`src/rtl/cv32e40p_x_if_pkg.sv`:
```
// cv32e40p_x_if_pkg: shared x-interface types and defaults.
//   x_result_t               buffered accelerator result (rd, data)
//   X_RES_FIFO_DEPTH_DEFAULT default result FIFO depth
package cv32e40p_x_if_pkg;

    typedef struct packed {
        logic [4:0]  rd;
        logic [31:0] data;
    } x_result_t;

    localparam int X_RES_FIFO_DEPTH_DEFAULT = 4;

endpackage

```
`src/rtl/cv32e40p_x_result_fifo.sv`:
```
// cv32e40p_x_result_fifo: in-order x_result_t FIFO, async active-high reset.
//   clk, rst      clock, asynchronous active-high reset
//   push, din     write request and entry (ignored while full)
//   pop           read request (ignored while empty)
//   head          oldest entry
//   full, empty   occupancy flags
module cv32e40p_x_result_fifo
    import cv32e40p_x_if_pkg::*;
#(
    parameter int DEPTH = X_RES_FIFO_DEPTH_DEFAULT
) (
    input  logic      clk,
    input  logic      rst,
    input  logic      push,
    input  x_result_t din,
    input  logic      pop,
    output x_result_t head,
    output logic      full,
    output logic      empty
);

    localparam int AW = $clog2(DEPTH);
    localparam int CW = $clog2(DEPTH + 1);

    x_result_t         mem [DEPTH];
    logic [AW-1:0]     wptr;
    logic [AW-1:0]     rptr;
    logic [CW-1:0]     count;
    logic              do_push;
    logic              do_pop;

    // No push-while-full bypass: a full FIFO refuses even when popping.
    assign do_push = push & ~full;
    assign do_pop  = pop & ~empty;
    assign full    = count == CW'(DEPTH);
    assign empty   = count == '0;
    assign head    = mem[rptr];

    always_ff @(posedge clk or posedge rst) begin
        if (rst) begin
            wptr  <= '0;
            rptr  <= '0;
            count <= '0;
        end else begin
            wptr  <= do_push ? wptr + AW'(1) : wptr;
            rptr  <= do_pop ? rptr + AW'(1) : rptr;
            count <= count + CW'(do_push) - CW'(do_pop);
        end
    end

    // Storage needs no reset: entries are only visible through count.
    always_ff @(posedge clk) begin
        if (do_push) mem[wptr] <= din;
    end

endmodule

```
`src/rtl/cv32e40p_x_result_wb.sv`:
```
// cv32e40p_x_result_wb: buffers x-interface results and writes them back through
// the shared RF write port whenever the core WB stage leaves it free.
//   clk_i, rst_i                     clock, asynchronous active-high reset
//   x_result_valid/ready/rd/data/we  accelerator result channel
//   core_wb_we_i                     core WB owns the RF port this cycle (priority)
//   rf_we_o, rf_waddr_o, rf_wdata_o  accelerator RF write
//   x_rvalid_o, x_rwaddr_o           scoreboard clear to the dispatcher
//   core_stall_o                     hold core WB so a starved result can retire
//   fifo_empty_o                     no buffered results
// Optional: CV32E40P_X_RES_STARVE_GUARD_EN enables the starvation guard;
// without it core_stall_o is tied 0.
module cv32e40p_x_result_wb
    import cv32e40p_x_if_pkg::*;
#(
    parameter int DEPTH        = X_RES_FIFO_DEPTH_DEFAULT,
    parameter int STARVE_LIMIT = 8
) (
    input  logic        clk_i,
    input  logic        rst_i,
    input  logic        x_result_valid_i,
    output logic        x_result_ready_o,
    input  logic [4:0]  x_result_rd_i,
    input  logic [31:0] x_result_data_i,
    input  logic        x_result_we_i,
    input  logic        core_wb_we_i,
    output logic        rf_we_o,
    output logic [4:0]  rf_waddr_o,
    output logic [31:0] rf_wdata_o,
    output logic        x_rvalid_o,
    output logic [4:0]  x_rwaddr_o,
    output logic        core_stall_o,
    output logic        fifo_empty_o
);

    if (DEPTH < 2 || (DEPTH & (DEPTH - 1)) != 0 || STARVE_LIMIT < 1 || STARVE_LIMIT > 255) begin : g_bad_param
        $error("cv32e40p_x_result_wb: illegal DEPTH or STARVE_LIMIT");
    end

    x_result_t head;
    logic      full;
    logic      empty;
    logic      push;
    logic      pop;

    // Results without a register write are accepted and dropped here.
    assign push = x_result_valid_i & x_result_ready_o & x_result_we_i;
    assign pop  = ~empty & ~core_wb_we_i;

    cv32e40p_x_result_fifo #(.DEPTH(DEPTH)) u_fifo (
        .clk   (clk_i),
        .rst   (rst_i),
        .push  (push),
        .din   ('{rd: x_result_rd_i, data: x_result_data_i}),
        .pop   (pop),
        .head  (head),
        .full  (full),
        .empty (empty)
    );

    assign x_result_ready_o = ~full;
    assign fifo_empty_o     = empty;
    // rd=0 still clears the scoreboard but never touches x0.
    assign rf_we_o          = pop & (head.rd != 5'd0);
    assign rf_waddr_o       = pop ? head.rd : 5'd0;
    assign rf_wdata_o       = pop ? head.data : 32'd0;
    assign x_rvalid_o       = pop;
    assign x_rwaddr_o       = pop ? head.rd : 5'd0;

`ifdef CV32E40P_X_RES_STARVE_GUARD_EN
    logic [7:0] starve_cnt;

    always_ff @(posedge clk_i or posedge rst_i) begin
        if (rst_i) begin
            starve_cnt <= '0;
        end else if (pop || empty) begin
            starve_cnt <= '0;
        end else if (starve_cnt != 8'(STARVE_LIMIT)) begin
            starve_cnt <= starve_cnt + 8'd1;
        end
    end

    assign core_stall_o = ~empty & (starve_cnt == 8'(STARVE_LIMIT));
`else
    assign core_stall_o = 1'b0;
`endif

endmodule

```
`config.mk`:
```
export PLATFORM = sky130hd
export DESIGN_NAME = cv32e40p_x_result_wb
export DESIGN_NICKNAME = d
export VERILOG_FILES = /design/src/rtl/cv32e40p_x_if_pkg.sv /design/src/rtl/cv32e40p_x_result_fifo.sv /design/src/rtl/cv32e40p_x_result_wb.sv
export SDC_FILE = /design/constraint.sdc
export NUM_CORES = 1
export LEC_CHECK = 0
export CELL_PAD_IN_SITES_DETAIL_PLACEMENT = 1
export CELL_PAD_IN_SITES_GLOBAL_PLACEMENT = 1
export CORE_UTILIZATION = 50
export CTS_CLUSTER_DIAMETER = 60
export DETAILED_ROUTE_END_ITERATION = 10
export PLACE_DENSITY_LB_ADDON = 0.1
export SLEW_MARGIN = 20
export SYNTH_ARGS = -nofsm -noshare
export SYNTH_HDL_FRONTEND = slang
export SYNTH_SLANG_ARGS = --single-unit
```
`constraint.sdc`:
```
create_clock -name clk_i -period 3.4 [get_ports clk_i]
set_clock_uncertainty 0.2 [all_clocks]
set_input_delay 0.51 -clock clk_i [delete_from_list [all_inputs] [get_ports clk_i]]
set_output_delay 0.51 -clock clk_i [all_outputs]
set_load 0.01 [all_outputs]
```
==> results_dict.tcl <==
set metrics [dict create \
    cp.arrival_ns 2.50 \
    postCtsHoldBufs 0 \
    synth_flop_cell "edfxtp_1" \
    r2r_end "u_fifo.count[2]$_DFF_PP0_" \
    slowest_delay_ns 0.66 \
    crit_family "buffers and inverters" \
    fillers 957 \
    wirelength_um 12000 \
    synthTopCellsByArea "edfxtp_1, mux4_2, and2_1" \
    violations "DRC" \
    cts_setup_buffers 0 \
    grt_pass1_wl_um 18900 \
    ys_ff_latch 155 \
    fin_area_mm2 0.00774 \
    use_met3 0.0529 \
    power.leakage_nw 2.61 \
    fin_crit_sh 0.943 \
    clk_pin_slew_ns 0.06 \
    n_antenna_cell 0 \
    yosys_warnings 0 \
    cts_made_buffers 17 \
    cp-startpoint "u_fifo.rptr[1]$_DFFE_PP0P_" \
    wl_per_cell_um 22.0 \
    drt_iter0_markers 168 \
    hp-class "input port to asynchronous set/reset pin" \
    place_hpwl_um 7510 \
    crit_fanout 18 \
    period_minus_slack_ns 3.21 \
    core-area_mm2 0.0116 \
    htreeDepth 4 \
    drc_errors 6 \
    postSynthCellCount 283 \
    async_flop_share 0.0452 \
    setup_viol 0 \
    relSlewSlack 0.613 \
    grt_pass1_vias 3342 \
    cp_slowest_cell "dfrtp_2" \
    crit_chain "buf_4 -> mux4_2 -> and2_1 -> clkdlybuf4s50_1" \
    antenna_found_initial 0 \
    clock_latency_ns 0.42 \
    ctsResizeCount 0 \
    synth_area_mm2 0.00607 \
    syn2layout_area_growth_pct 27.5 \
    cts.path.max_buffers 2 \
    grt_max_degree 40 \
    cp_num_buf_inv 2 \
    io_pins 89 \
    vdd_drop_max_mv 0.475 \
    rsz0062_at_grt "false" \
    grt_usage 0.211 \
    dieArea_mm2 0.0126 \
    antenna_left 0 \
    fmax_mhz 312 \
    hold_violations 0 \
    fin_setup_tns_ns 0 \
    drive_gt1_frac 0.213 \
    cts_tree "done" \
    criticalPathCategory "flop to primary output" \
    firstDrtPassIters 7 \
    cts_root_buf "clkbuf_16" \
    dr_total_vias 2977 \
    synth_enable_flop_cells 148 \
    ys_types 24 \
    synth_top_area_share 0.732 \
    r2r_start "u_fifo.count[1]$_DFF_PP0_" \
    cts.sinks 155 \
    setup_ws_ns 0.192 \
    ys_seq_area_frac 0.761 \
    yosysMostFrequentCell "edfxtp_1" \
    endpoint_kind "primary output" \
    busiest_layer "met2" \
    place.gp.congestion 0.698 \
    worst_pin_slew_ns 0.581 \
    crit_end "rf_wdata_o[3]" \
    syn_nets 332 \
    port_buffers 87 \
    syn_avg_cell_area_um2 21.5 \
    grt_overflow 0 \
    rows 39 \
    whs_ns 0.188 \
    status "finished with violations" \
    critPathRequiredTime_ns 2.69 \
    drv_slew 0 \
    nets 436 \
    synthTopCellsByCount "edfxtp_1, and2_1, mux4_2, buf_2" \
    place_area_mm2 0.00716 \
    initial_core_util 0.523 \
    cap_violations 0 \
    die_y_um 112 \
    cp_num_cells 4 \
    critPathLaunchType "flop" \
    grtUsageMet2 0.361 \
    dieWidth_um 112 \
    reg2reg_setup_slack_ns 0.91 \
    pre_cts_slack_ns 0.412 \
    yosys.area.top_type "edfxtp_1" \
    vias_per_cell 5.48 \
    rr_worst_depth 9 \
    met1_usage 0.257 \
    powerDensity_mw_per_mm2 796 \
]
[cell families (layout without fill, tap and decap cells)]
group,after synthesis,count (layout),synth area share
flip-flops,155,155,0.761
adder cells (fa/ha/maj),7,7,0.0157
XOR/XNOR,5,5,0.00721
buffers and inverters,26,143,0.0251
AO/OA/AOI/OAI,2,2,0.00227
other,1,1,0.000617
AND/OR/NAND/NOR,49,49,0.0494
multiplexers,38,38,0.139
[layer usage]
metal,part of all wire,wire [um]
met2,0.53,6350
met1,0.41,4940
met3,0.038,451
met4,0.018,213
met5,0,0
[layout make-up]
cell class	instances	area [um^2]	share of cell area
clock inverters	13	131	0.0170
inverters	8	30.0	0.00388
clock buffers	19	433	0.0559
repair buffers	103	1040	0.134
flip-flops and latches	155	4620	0.597
well taps	143	179	0.0231
multi-input cells	102	1310	0.169
[state kept, by name, summed over array words and instances, names as in the netlist]
| signal | count |
|---|---|
| u_fifo.mem | 148 |
| u_fifo.rptr | 2 |
| u_fifo.wptr | 2 |
| u_fifo.count | 3 |
[placed cells by master (no fill, tap or decap)]
cell and n:
a21oi_1 1, a21oi_2 1, and2_1 37, and2_2 4, buf_12 4, buf_4 12
bufinv_16 3, clkbuf_1 2, clkbuf_16 17, clkdlybuf4s50_1 87, clkinv_1 7, clkinv_2 3
conb_1 1, dfrtp_1 5, dfrtp_2 2, edfxtp_1 148, fa_1 1, ha_1 6
inv_1 7, inv_2 1, mux2_1 1, mux4_2 37, nand2_1 2, nor2_1 2
nor3_1 1, nor3_2 1, nor3b_1 1, or2_1 1, xnor2_1 3, xor2_1 2
[power breakdown]
group          total (mW)  leakage [nW]  switching (mW)  internal (mW)
sequential           2.48          1.42           0.139           2.35
clock                1.81         0.277           0.676           1.13
combinational        1.87         0.912           0.806           1.07
total                6.16          2.61            1.62           4.54
[per-stage QoR]
stage	utilization	instances	total power [mW]
finish	0.667	543	6.16
global route	0.667	543	6.45
CTS	0.665	541	6.23
detailed placement	0.617	509	4.41
global placement	0.617	509	4.34
floorplan	-	283	3.61
[how the worst min path moves through the flow]
stage               slack (ns)                    endpoint
floorplan                 0.11   u_fifo.count[0]$_DFF_PP0_
global placement          0.34  u_fifo.wptr[1]$_DFFE_PP0P_
detailed placement        0.37  u_fifo.wptr[1]$_DFFE_PP0P_
CTS                       0.18   u_fifo.count[0]$_DFF_PP0_
global route              0.20  u_fifo.wptr[1]$_DFFE_PP0P_
finish                    0.19  u_fifo.wptr[1]$_DFFE_PP0P_
(Power assumes the default switching activity.)
